**src/rtl/reg_write_arbiter_if.sv**
```systemverilog
// Write-port bundle between the requesting engines and the register-bank arbiter.
// The master side raises requests and clear pulses; the slave side issues acks and bank strobes.
interface reg_write_arbiter_if #(
    parameter int NREQ  = 4,
    parameter int NREGS = 4,
    parameter int AW    = 2
);
    logic [NREQ-1:0]    req;
    logic [NREQ*AW-1:0] req_addr;
    logic [NREQ*8-1:0]  req_data;
    logic               clear_all;
    logic [NREQ-1:0]    ack;
    logic [NREGS-1:0]   load;
    logic [7:0]         d;
    logic               busy;

    modport master (
        output req, req_addr, req_data, clear_all,
        input  ack, load, d, busy
    );

    modport slave (
        input  req, req_addr, req_data, clear_all,
        output ack, load, d, busy
    );
endinterface

```
**src/rtl/reg_write_arbiter.sv**
```systemverilog
// Round-robin write arbiter for an 8-bit register bank, with a one-register-per-cycle
// clear-all sweep. Every output is registered.
module reg_write_arbiter #(
    parameter int NREQ  = 4,
    parameter int NREGS = 4,
    parameter int AW    = 2
) (
    input  logic                  clk,
    input  logic                  reset,
    reg_write_arbiter_if.slave    bus
);
    localparam int PW = $clog2(NREQ);

    typedef enum logic {
        ARB   = 1'b0,
        CLEAR = 1'b1
    } state_t;

    state_t           state_q;
    logic [PW-1:0]    rr_ptr_q;
    logic [AW-1:0]    clr_cnt_q;
    logic [NREQ-1:0]  ack_q;
    logic [NREGS-1:0] load_q;
    logic [7:0]       d_q;
    logic             busy_q;

    logic [AW-1:0]    addr_arr [NREQ];
    logic [7:0]       data_arr [NREQ];
    logic [NREGS-1:0] dec_arr  [NREQ];

    // Out-of-range addresses decode to no strobe, so the write is acked but dropped.
    for (genvar gi = 0; gi < NREQ; gi++) begin : g_req
        assign addr_arr[gi] = bus.req_addr[gi*AW +: AW];
        assign data_arr[gi] = bus.req_data[gi*8 +: 8];
        assign dec_arr[gi]  = (int'(addr_arr[gi]) < NREGS) ? (NREGS'(1) << addr_arr[gi]) : '0;
    end

    logic [NREQ-1:0] eligible;
    logic            win_valid;
    logic [PW-1:0]   win_idx;
    logic [PW:0]     scan_sum;
    logic [PW:0]     win_inc;
    logic [PW-1:0]   win_ptr_next;

    // The requester acked this cycle is masked so a held req cannot win twice in a row.
    assign eligible = bus.req & ~ack_q;

    // Scan from the farthest offset down so the closest eligible index to rr_ptr wins.
    always_comb begin
        win_valid = 1'b0;
        win_idx   = '0;
        scan_sum  = '0;
        for (int off = NREQ - 1; off >= 0; off--) begin
            scan_sum = {1'b0, rr_ptr_q} + (PW+1)'(off);
            if (scan_sum >= (PW+1)'(NREQ)) begin
                scan_sum = scan_sum - (PW+1)'(NREQ);
            end
            if (eligible[scan_sum[PW-1:0]]) begin
                win_valid = 1'b1;
                win_idx   = scan_sum[PW-1:0];
            end
        end
    end

    always_comb begin
        win_inc      = {1'b0, win_idx} + 1'b1;
        win_ptr_next = (win_inc == (PW+1)'(NREQ)) ? '0 : win_inc[PW-1:0];
    end

    logic start_clear;
    logic clear_step;

    assign start_clear = (state_q == ARB) && bus.clear_all;
    assign clear_step  = (state_q == CLEAR) && (clr_cnt_q != AW'(NREGS - 1));

    always_ff @(posedge clk or negedge reset) begin
        if (!reset) begin
            state_q   <= ARB;
            rr_ptr_q  <= '0;
            clr_cnt_q <= '0;
            ack_q     <= '0;
            load_q    <= '0;
            d_q       <= 8'h00;
            busy_q    <= 1'b0;
        end else if (start_clear) begin
            state_q   <= CLEAR;
            clr_cnt_q <= '0;
            ack_q     <= '0;
            load_q    <= NREGS'(1);
            d_q       <= 8'h00;
            busy_q    <= 1'b1;
        end else if (clear_step) begin
            clr_cnt_q <= clr_cnt_q + 1'b1;
            load_q    <= NREGS'(1) << (clr_cnt_q + 1'b1);
        end else begin
            // Normal arbitration, also taken on the edge that ends the last clear strobe.
            state_q   <= ARB;
            clr_cnt_q <= '0;
            busy_q    <= 1'b0;
            if (win_valid) begin
                ack_q    <= NREQ'(1) << win_idx;
                load_q   <= dec_arr[win_idx];
                d_q      <= data_arr[win_idx];
                rr_ptr_q <= win_ptr_next;
            end else begin
                ack_q  <= '0;
                load_q <= '0;
            end
        end
    end

    assign bus.ack  = ack_q;
    assign bus.load = load_q;
    assign bus.d    = d_q;
    assign bus.busy = busy_q;
endmodule
```
**src/flat_wrapper.sv**
```systemverilog
// flat-port wrapper written by rule: the top's interface ports become plain ports
module reg_write_arbiter_flat 
#(
    parameter int NREQ  = 4,
    parameter int NREGS = 4,
    parameter int AW    = 2
)
  (clk, reset, bus_req, bus_req_addr, bus_req_data, bus_clear_all, bus_ack, bus_load, bus_d, bus_busy);
  reg_write_arbiter_if #(.NREQ(NREQ), .NREGS(NREGS), .AW(AW)) bus_i ();
  input  logic clk;
  input  logic reset;
  input wire logic [$bits(bus_i.req)-1:0] bus_req;
  input wire logic [$bits(bus_i.req_addr)-1:0] bus_req_addr;
  input wire logic [$bits(bus_i.req_data)-1:0] bus_req_data;
  input wire logic [$bits(bus_i.clear_all)-1:0] bus_clear_all;
  output wire logic [$bits(bus_i.ack)-1:0] bus_ack;
  output wire logic [$bits(bus_i.load)-1:0] bus_load;
  output wire logic [$bits(bus_i.d)-1:0] bus_d;
  output wire logic [$bits(bus_i.busy)-1:0] bus_busy;
  assign bus_i.req = bus_req;
  assign bus_i.req_addr = bus_req_addr;
  assign bus_i.req_data = bus_req_data;
  assign bus_i.clear_all = bus_clear_all;
  assign bus_ack = bus_i.ack;
  assign bus_load = bus_i.load;
  assign bus_d = bus_i.d;
  assign bus_busy = bus_i.busy;
  reg_write_arbiter #(.NREQ(NREQ), .NREGS(NREGS), .AW(AW)) u_core (.clk(clk), .reset(reset), .bus(bus_i));
endmodule
```
**config.mk**
```make
export PLATFORM = sky130hd
export DESIGN_NAME = reg_write_arbiter_flat
export DESIGN_NICKNAME = d
export VERILOG_FILES = /design/src/rtl/reg_write_arbiter_if.sv /design/src/rtl/reg_write_arbiter.sv /design/src/flat_wrapper.sv
export SDC_FILE = /design/constraint.sdc
export NUM_CORES = 1
export LEC_CHECK = 0
export ABC_AREA = 1
export BUFFER_PORTS_ARGS = -buffer_cell sky130_fd_sc_hd__buf_2
export CAP_MARGIN = 20
export CELL_PAD_IN_SITES_DETAIL_PLACEMENT = 1
export CELL_PAD_IN_SITES_GLOBAL_PLACEMENT = 1
export CORE_UTILIZATION = 36
export DETAILED_ROUTE_END_ITERATION = 8
export GPL_ROUTABILITY_DRIVEN = 1
export PLACE_DENSITY_LB_ADDON = 0.1
export SYNTH_ARGS = -nofsm -noshare
export SYNTH_HDL_FRONTEND = slang
export SYNTH_SLANG_ARGS = --single-unit
```
**constraint.sdc**
```tcl
create_clock -name clk -period 5.1 [get_ports clk]
set_clock_uncertainty 0.05 [all_clocks]
set_input_delay 0.255 -clock clk [delete_from_list [all_inputs] [get_ports clk]]
set_output_delay 0.255 -clock clk [all_outputs]
set_load 0.03 [all_outputs]
```
# == After elaboration in Yosys (flattened, before gate mapping) ==
# Cells that the tools add are included.
# word_totals
reg_bits,21
elab_cells,84
# op_classes
addsub,9
n_lt_le_gt_ge,9
eq_ne,3
shifts,6
mux,40
bitwise,6
n_reduce_logical,5
# ops
operator,n
$mux W8,5
$mux W4,8
$shl A1 B2 Y4 const A,6
$mux W2,11
$bmux W8 S2,1
$ge A3 B3 Y1 const B,4
$lt A2 B3 Y1 const B,4
$mux W1,10
$bmux W1 S2,4
$bmux W4 S2,1
$sub A2 B1 Y2 const B,4
$add A2 B1 Y3 const B,2
$add A2 B2 Y3 const B,2
$and A4 B4 Y4,1
$not A4 Y4,1
$eq A3 B3 Y1 const B,1
$ge A2 B3 Y1 const B,1
$not A1 Y1,3
$not A2 Y3,1
$reduce_and A3 Y1,1
$add A2 B1 Y2 const B,1
$logic_and A1 B1 Y1,2
$ne A2 B1 Y1 const B,1
$ne A2 B2 Y1 const B,1
other kinds (2),2

# == Depth between registers and ports, before layout ==
# Gate-level depths: netlist of run 1.
# depth
depth_word,16
ltp_mapped,15
ltp_nobuf,13

# == Worst setup path after synthesis of run 1 ==
# Ideal clock, no wire load.
# synth_path
kind,reg-to-reg
startpoint,"register u_core.ack_q[2], in the netlist u_core.bus.ack[2]"
endpoint,register u_core.rr_ptr_q[1]
setup_ns,0.126
arrival_ns,1.789
required_time_ns,4.924
slack_ns,3.135
path_stages_with_launch,15
synth_period_minus_slack_ns,1.965
cell_sequence,dfrtp_1 -> inv_1 -> nand3_1 -> nand2_1 -> nand2_1 -> nand2_2 -> nand3_4 -> nand2_2 -> nand2_4 -> nand2_4 -> buf_6 -> inv_2 -> ha_1 -> nand2_1 -> o21ai_0
# synth_between
elab_chain_len,11
word_cells_on_any_way,22
cone_classes,add/sub (1); eq/ne (1); mux (17); bitwise (2); reduce/logical (1)
# synth_lines
item,line,text
from (decl),reg_write_arbiter.sv:22,logic [NREQ-1:0] ack_q;
from (signal assigned),reg_write_arbiter.sv:101,ack_q <= NREQ'(1) << win_idx;
$not A4 Y4 (*),reg_write_arbiter.sv:46,assign eligible = bus.req & ~ack_q;
$and A4 B4 Y4 (*),reg_write_arbiter.sv:46,
$bmux W1 S2,reg_write_arbiter.sv:58,if (eligible[scan_sum[PW-1:0]]) begin
$mux W1 (not written as such),reg_write_arbiter.sv:58,
$mux W2 (3 in series),reg_write_arbiter.sv:58,
$mux W2 (*),reg_write_arbiter.sv:58,
$add A2 B1 Y3 (*),reg_write_arbiter.sv:66,"win_inc = {1'b0, win_idx} + 1'b1;"
$eq A3 B3 Y1,reg_write_arbiter.sv:67,win_ptr_next = (win_inc == (PW+1)'(NREQ)) ? '0 : win_inc[PW-1:0];
$mux W2 (*),reg_write_arbiter.sv:67,
net u_core.win_ptr_next[1],reg_write_arbiter.sv:43,logic [PW-1:0] win_ptr_next;
to (signal assigned),reg_write_arbiter.sv:104,rr_ptr_q <= win_ptr_next;
to (decl),reg_write_arbiter.sv:20,logic [PW-1:0] rr_ptr_q;
# Mark *: on every way through the listed nets, which the timed path passes. The rest lies on a longest branch. The select of a mux whose other input is x is not followed.
# A chain may end at the register's enable or synchronous reset.

# == Worst setup path in the final report of run 1 ==
# layout_path
startpoint,register u_core.rr_ptr_q[0]
endpoint,register u_core.rr_ptr_q[1]
# layout_between
elab_chain_len,12
word_cells_on_any_way,35
cone_classes,add/sub (8); order compare (4); eq/ne (1); mux (21); reduce/logical (1)
# layout_lines
item,line,text
$add A2 B2 Y3,reg_write_arbiter.sv:54,"scan_sum = {1'b0, rr_ptr_q} + (PW+1)'(off);"
$ge A3 B3 Y1 / $sub A2 B1 Y2 (equally long branches),"reg_write_arbiter.sv:55, reg_write_arbiter.sv:56",
$mux W2,reg_write_arbiter.sv:55,if (scan_sum >= (PW+1)'(NREQ)) begin
$bmux W1 S2,reg_write_arbiter.sv:58,
$mux W1 (not written as such),reg_write_arbiter.sv:58,
$mux W2 (3 in series),reg_write_arbiter.sv:58,
$mux W2 (*),reg_write_arbiter.sv:58,
$add A2 B1 Y3 (*),reg_write_arbiter.sv:66,
$eq A3 B3 Y1,reg_write_arbiter.sv:67,
$mux W2 (*),reg_write_arbiter.sv:67,
net u_core.win_ptr_next[1],reg_write_arbiter.sv:43,
# Marks and branches as above.

==> summary.md, run 1 <==
| Metric | Value |
|---|---|
| Drt pass-1 iters | `6` |
| Worst Tran Pin Value | `0.529 ns` |
| Period utilisation layout | `46.3%` |
| Final hold vios | `0` |
| GPL Wtd Cong | `0.842` |
| Fraction of layout cells with a size suffix above 1 | `27.3%` |
| CTS Root Cell | `clkbuf_8` |
| P_int | `652 uW` |
| WL final | `4840 um` |
| Drt initial violations | `97` |
| # clock sinks | `21` |
| Fin. max-slew vios | `0` |
| Setup tns final | `0 ns` |
| Synth unique cells | `19` |
| Leak pwr | `0.00120 uW` |
| Sequential cell area fraction in the yosys report | `31.0%` |
| Status | `finished, violations left` |
| Crit-path max FO | `27` |
| Max cap viols | `0` |
| Initial Utilization | `38.1%` |
| Switching power total | `950 uW` |
| End of the worst hold path | `u_core.bus.load[0]` |
| Warnings, synthesis | `0` |
| Syn nets | `308` |
| TritonCTS Buffers | `3` |
| Top cell type by total area after synthesis | `dfrtp_1` |
| H-tree Lvls | `1` |
| Pre-CTS setup slack | `2.73 ns` |
| Ant diodes | `0` |
| Top-area cell type share of the netlist area | `31.0%` |
| Yosys reg bits | `21` |
| Via density | `4.96` |
| Clock period minus worst slack | `2.36 ns` |
| Post-DR wirelength/cell | `13.3 um` |
| TritonCTS clock tree | `built` |
| Hold slack | `0.252 ns` |
| Total grt overflow | `0` |
| Slew margin rel. | `64.7%` |
| Unrepaired setup endpoints after global routing | `false` |
| Switch share | `59.3%` |
| First-pass GRT wire length | `8290 um` |
| Mapped Cells | `253` |
| Hold Path Stages | `3` |
| PnR worst setup slack | `2.74 ns` |
| Vias | `1801` |
| Routed Antenna Nets | `0` |
| VDD IR max | `0.000309 V` |
| Mapped Area | `1690 sq um` |
| Largest net degree at the start of global routing | `28` |
| Worst skew pair latency | `0.26 ns` |
| CORE AREA | `4440 sq um` |
| Fmax | `423 MHz` |
| WP data required | `5.19 ns` |
| Reg2Reg Launch Point | `u_core.rr_ptr_q[0]` |
| Seq pwr share | `18.0%` |
| Die Y | `70.6 um` |
| Post-cts sizing count | `0` |
| Commonest cells post-synth | `nand2_1 (76), nand3_1 (71), inv_1 (26), dfrtp_1 (21), nor2_1 (15)` |
| DP Wirelength | `3770 um` |
| Post-synth EDFFs | `0` |
| Mean Syn Cell Area | `6.69 sq um` |
| # rows | `24` |
| Async set or reset register ratio after synthesis | `100%` |
| Worst endpoint data arrival time | `2.45 ns` |
| # fillers | `628` |
| Comb pwr share | `75.0%` |
| Pwr dens | `783 nW/um^2` |
| Setup-failing EPs final | `0` |
| Gr usage total | `20.8%` |
| Placed cells | `358` |
| Clock power frac | `6.9%` |
| Die width | `70.6 um` |
| Antenna violations before repair | `0` |
| Clock-pin slew of the registers on the worst-case setup and hold paths | `0.08 ns` |
| Residual DRC | `8` |
| Full die area | `4980 sq um` |
| Worst Setup Start Kind | `flip-flop` |
| Failing checks | `design-rule violations` |
| Reg2Reg Depth | `12` |
| Count leader, synth | `nand2_1` |
| Primary FF master, synth | `dfrtp_1` |
| Synth area leaders | `dfrtp_1 (31%), nand3_1 (21%), nand2_1 (17%)` |
| I/O pin total | `64` |
| Fin nets | `367` |
| Number of global-route vias before repair | `1723` |
| Worst R2R End | `u_core.rr_ptr_q[1]` |
| Area grow syn2layout | `20.8%` |
| Worst hold path type | `primary input to flip-flop` |
| Worst setup path class | `flip-flop to flip-flop` |
| Non-Filler Instances | `363` |
| CP endpoint kind | `flip-flop` |
| Critical hold path startpoint | `bus_clear_all` |
| I/O Buffers | `63` |
| Reg-to-reg slack, setup | `2.74 ns` |
| Max Root-Sink Buffers | `2` |
-- layer usage --
metal | track usage, % | share of wire (%)
met3 | 1.42 | 4.0
met4 | 5.33 | 0.83
met2 | 34.3 | 45
met1 | 29.9 | 50
met5 | 0 | 0
-- per-stage QoR --
step                      utilization (%)  power [uW]  area (sq um)
after floorplan                         -        1310          1690
after global placement               44.8        1480          1990
after detailed placement             44.8        1510          1990
after CTS                            46.0        1630          2040
after global routing                 46.0        1800          2040
final                                46.0        1600          2040
-- cell families (layout without fill, tap and decap cells) --
| group | after synthesis | in the layout | share of synthesized area, % |
|---|---|---|---|
| buffers and inverters | 42 | 100 | 12.3 |
| adders and majority gates | 8 | 8 | 5.91 |
| AOI/OAI and AO/OA | 9 | 9 | 3.10 |
| DFF | 21 | 21 | 31.0 |
| and+or+nand+nor | 173 | 173 | 47.6 |
-- placed cells by master (no fill, tap or decap) --
cell	instances
o21ai_1	2
clkbuf_8	3
o21ai_0	5
nand3_2	2
nor2_1	15
inv_6	1
clkbuf_1	1
dfrtp_1	21
o21a_2	1
nand2_1	76
a21oi_2	1
nand2_4	2
nand3_4	2
inv_2	5
ha_1	8
dlygate4sd3_1	1
inv_1	26
nand3_1	71
buf_2	63
nand2_2	5
-- state kept, by name, summed over array words and instances, names as in the netlist --
register          cells
u_core.bus.d          8
u_core.bus.ack        4
u_core.bus.load       4
u_core.clr_cnt_q      2
u_core.rr_ptr_q       2
u_core.state_q        1
-- worst max-delay path: stages, from the launching register on --
cell     delay [ns]
dfrtp_1        0.55
inv_6          0.09
nand2_1        0.10
nand2_2        0.07
nand2_2        0.10
nand2_2        0.08
nand3_4        0.08
nand3_4        0.24
nand2_4        0.35
inv_2          0.09
ha_1           0.30
nand2_1        0.06
o21ai_0        0.07
-- area by class of cell --
class,count,area [sq um],share of cell area [%]
inverters,32,125,6.12
multi-input cells,190,958,46.9
clock buffers,4,45.0,2.20
repair buffers,64,325,15.9
well taps,52,65.1,3.18
flip-flops and latches,21,526,25.7
-- how the worst max path moves through the flow --
| stage | start | to | slack, ns | depth (start not counted) |
|---|---|---|---|---|
| 3_5_place_dp | u_core.rr_ptr_q[0] | u_core.rr_ptr_q[1] | 2.73 | 12 |
| 2_1_floorplan | u_core.bus.ack[2] | u_core.rr_ptr_q[1] | 3.14 | 14 |
| 6_report | u_core.rr_ptr_q[0] | u_core.rr_ptr_q[1] | 2.74 | 12 |
| 3_3_place_gp | u_core.rr_ptr_q[0] | u_core.rr_ptr_q[1] | 2.82 | 11 |
| 5_1_grt | u_core.rr_ptr_q[0] | u_core.rr_ptr_q[1] | 2.51 | 13 |
| 4_1_cts | u_core.rr_ptr_q[0] | u_core.rr_ptr_q[1] | 2.72 | 12 |
-- power by group through the flow --
stage               Combinational (uW)  Clock [uW]  Sequential, uW
floorplan                          923           0             384
global placement                  1180           0             292
detailed placement                1220           0             293
CTS                               1220         118             290
global route                      1380         120             300
finish                            1200         111             289
-- repair_timing --
item	4_1_cts	5_1_grt
setup buffers	0	0
hold endpoints to repair	21	0
hold buffers	1	0
Power figures use the tool's default switching activity.
==> inputs of run 2 (changes only) <==
--- a/config.mk
+++ b/config.mk
@@ -10,7 +10,7 @@
 export CAP_MARGIN = 20
 export CELL_PAD_IN_SITES_DETAIL_PLACEMENT = 1
 export CELL_PAD_IN_SITES_GLOBAL_PLACEMENT = 1
-export CORE_UTILIZATION = 36
+export CORE_UTILIZATION = 30
 export DETAILED_ROUTE_END_ITERATION = 8
 export GPL_ROUTABILITY_DRIVEN = 1
 export PLACE_DENSITY_LB_ADDON = 0.1
==> constraint.sdc (replaced) <==
create_clock -name clk -period 2.1 [get_ports clk]
set_clock_uncertainty 0.05 [all_clocks]
set_input_delay 0.105 -clock clk [delete_from_list [all_inputs] [get_ports clk]]
set_output_delay 0.105 -clock clk [all_outputs]
set_load 0.03 [all_outputs]
==> run 2 against run 1 <==
Sequential cell count is the same. Clock power grew to 2.5 times the previous value. The run now ends clean. Combinational power grew to 2.7 times the previous value. Hold slack lost 0.17 ns. Critical path depth is the same. Non-clock buffer count grew 9. Highest routed layer unchanged. Fmax grew 23%. Via count grew 2.3%. Largest power group unchanged.
==> summary.md, run 2 (same netlist as run 1, synthesis figures left out) <==
| Metric | Value |
|---|---|
| Power, Total | `4190 uW (was 1600 uW)` |
| CP endpoint kind | `flip-flop (unchanged)` |
| WL final | `5050 um (was 4840 um)` |
| Initial Utilization | `32.1% (was 38.1%)` |
| CTS Root Cell | `clkbuf_8 (unchanged)` |
| Die width | `77.1 um (was 70.6 um)` |
| Pwr dens | `1950 nW/um^2 (was 783 nW/um^2)` |
| # rows | `26 (was 24)` |
| TritonCTS clock tree | `built (unchanged)` |
| WP data required | `2.20 ns (was 5.19 ns)` |
| Drt initial violations | `50 (was 97)` |
| Worst Setup Start Kind | `flip-flop (unchanged)` |
| # clock sinks | `21 (unchanged)` |
| Unrepaired setup endpoints after global routing | `false (unchanged)` |
| Area grow syn2layout | `26.6% (was 20.8%)` |
| Setup-failing EPs final | `0 (unchanged)` |
| H-tree Lvls | `1 (unchanged)` |
| Fin nets | `376 (was 367)` |
| Status | `complete, no violations (was finished, violations left)` |
| I/O Buffers | `63 (unchanged)` |
| Reg2Reg Depth | `12 (unchanged)` |
| Non-Filler Instances | `390 (was 363)` |
| Post-DR wirelength/cell | `12.9 um (was 13.3 um)` |
| Commonest non-fill, non-tap cell in the layout | `nand2_1 (unchanged)` |
| Setup tns final | `0 ns (unchanged)` |
| Worst hold path type | `primary input to flip-flop (unchanged)` |
| Worst endpoint data arrival time | `2.03 ns (was 2.45 ns)` |
| CORE AREA | `5270 sq um (was 4440 sq um)` |
| I/O pin total | `64 (unchanged)` |
| Hold slack | `0.0821 ns (was 0.252 ns)` |
| Final hold vios | `0 (unchanged)` |
| Die Y | `77.1 um (was 70.6 um)` |
| Fin. max-slew vios | `0 (unchanged)` |
| GPL Wtd Cong | `0.866 (was 0.842)` |
| First-pass GRT wire length | `8690 um (was 8290 um)` |
| Via density | `4.73 (was 4.96)` |
| Clock period minus worst slack | `1.93 ns (was 2.36 ns)` |
| Leak pwr | `0.00125 uW (was 0.00120 uW)` |
| Total grt overflow | `0 (unchanged)` |
| Clock-pin slew of the registers on the worst-case setup and hold paths | `0.09 ns (was 0.08 ns)` |
| Vias | `1843 (was 1801)` |
| Full die area | `5950 sq um (was 4980 sq um)` |
| Slew margin rel. | `65.0% (was 64.7%)` |
| Placed cells | `383 (was 358)` |
| Worst setup path class | `flip-flop to flip-flop (unchanged)` |
| DP Wirelength | `4040 um (was 3770 um)` |
| Ant diodes | `0 (unchanged)` |
| Hold Path Stages | `3 (unchanged)` |
| Drt pass-1 iters | `6 (unchanged)` |
| TritonCTS Buffers | `3 (unchanged)` |
| Worst skew pair latency | `0.27 ns (was 0.26 ns)` |
| Worst Tran Pin Value | `0.524 ns (was 0.529 ns)` |
| Most frequent cells in the layout | `nand2_1 (76), nand3_1 (71), buf_2 (63) (unchanged)` |
| Residual DRC | `0 (was 8)` |
| Routed Antenna Nets | `0 (unchanged)` |
| Period utilisation layout | `91.7% (was 46.3%)` |
| Fraction of layout cells with a size suffix above 1 | `30.0% (was 27.3%)` |
| Gr usage total | `18.1% (was 20.8%)` |
| Max Root-Sink Buffers | `2 (unchanged)` |
| Fmax | `519 MHz (was 423 MHz)` |
| Antenna violations before repair | `0 (unchanged)` |
| VDD IR max | `0.000687 V (was 0.000309 V)` |
| Max reg flops | `8 (unchanged)` |
| Largest net degree at the start of global routing | `22 (was 28)` |
| Number of global-route vias before repair | `1844 (was 1723)` |
| # fillers | `748 (was 628)` |
| Crit-path max FO | `14 (was 27)` |
| Max cap viols | `0 (unchanged)` |
==> run 2: layout make-up <==
cell class	instances	area, sq um	share of cell area [%]
Sequential cell	21	527	24.6
Clock buffer	3	41.3	1.93
Timing Repair Buffer	73	397	18.5
Inverter	32	128	5.95
Clock inverter	1	5.00	0.234
Multi-Input combinational cell	190	958	44.7
Tap cell	70	87.6	4.09
==> run 2: timing repair <==
| item | CTS | global route |
|---|---|---|
| hold endpoints to repair | 21 | 0 |
| gates resized for setup | 0 | 4 |
| hold buffers | 1 | 0 |
| endpoints found under the setup margin | 0 | 17 |
| buffers inserted | 0 | 2 |
==> run 2: report_power, final <==
part | leakage (uW) | internal (uW) | total (uW) | switching [uW]
Clock | 0.0000255 | 133 | 281 | 148
Sequential | 0.000266 | 591 | 707 | 116
Combinational | 0.000957 | 1090 | 3200 | 2110
==> run 2: routing by layer <==
layer | track usage [%] | vias up | wire [um]
li1 | - | 938 | -
met1 | 24.5 | 852 | 2500
met2 | 30.2 | 49 | 2290
met3 | 2.86 | 4 | 217
met4 | 3.40 | 0 | 38
met5 | 0 | - | 0
==> run 2: metrics by stage <==
| stage | area, sq um | worst slack [ns] | utilization [%] |
|---|---|---|---|
| 2_1_floorplan | 1690 | 0.135 | - |
| 3_3_place_gp | 2060 | 0.0770 | 39.2 |
| 3_5_place_dp | 2060 | 0.0615 | 39.2 |
| 4_1_cts | 2120 | 0.0387 | 40.2 |
| 5_1_grt | 2140 | 0.0216 | 40.7 |
| 6_report | 2140 | 0.174 | 40.7 |
==> run 2: path summary, 6_finish.rpt <==
path                       slack (ns)                from            endpoint
max reg2reg                      0.17  u_core.rr_ptr_q[0]   u_core.bus.ack[1]
min                              0.08       bus_clear_all      u_core.state_q
min reg2reg                      0.43     u_core.bus.d[0]     u_core.bus.d[0]
max in group asynchronous        1.33               reset  u_core.rr_ptr_q[0]
min in group asynchronous        0.29               reset   u_core.bus.ack[3]
max                              0.17  u_core.rr_ptr_q[0]   u_core.bus.ack[1]
==> run 2: critical path: stages, from the launching register on <==
cell     delay, ns
dfrtp_2       0.49
inv_6         0.12
nand3_2       0.08
nand2_1       0.08
nand2_1       0.08
nand2_2       0.09
inv_1         0.04
nand3_1       0.06
o21a_2        0.26
inv_4         0.13
ha_1          0.20
nand2_1       0.07
o21ai_0       0.07
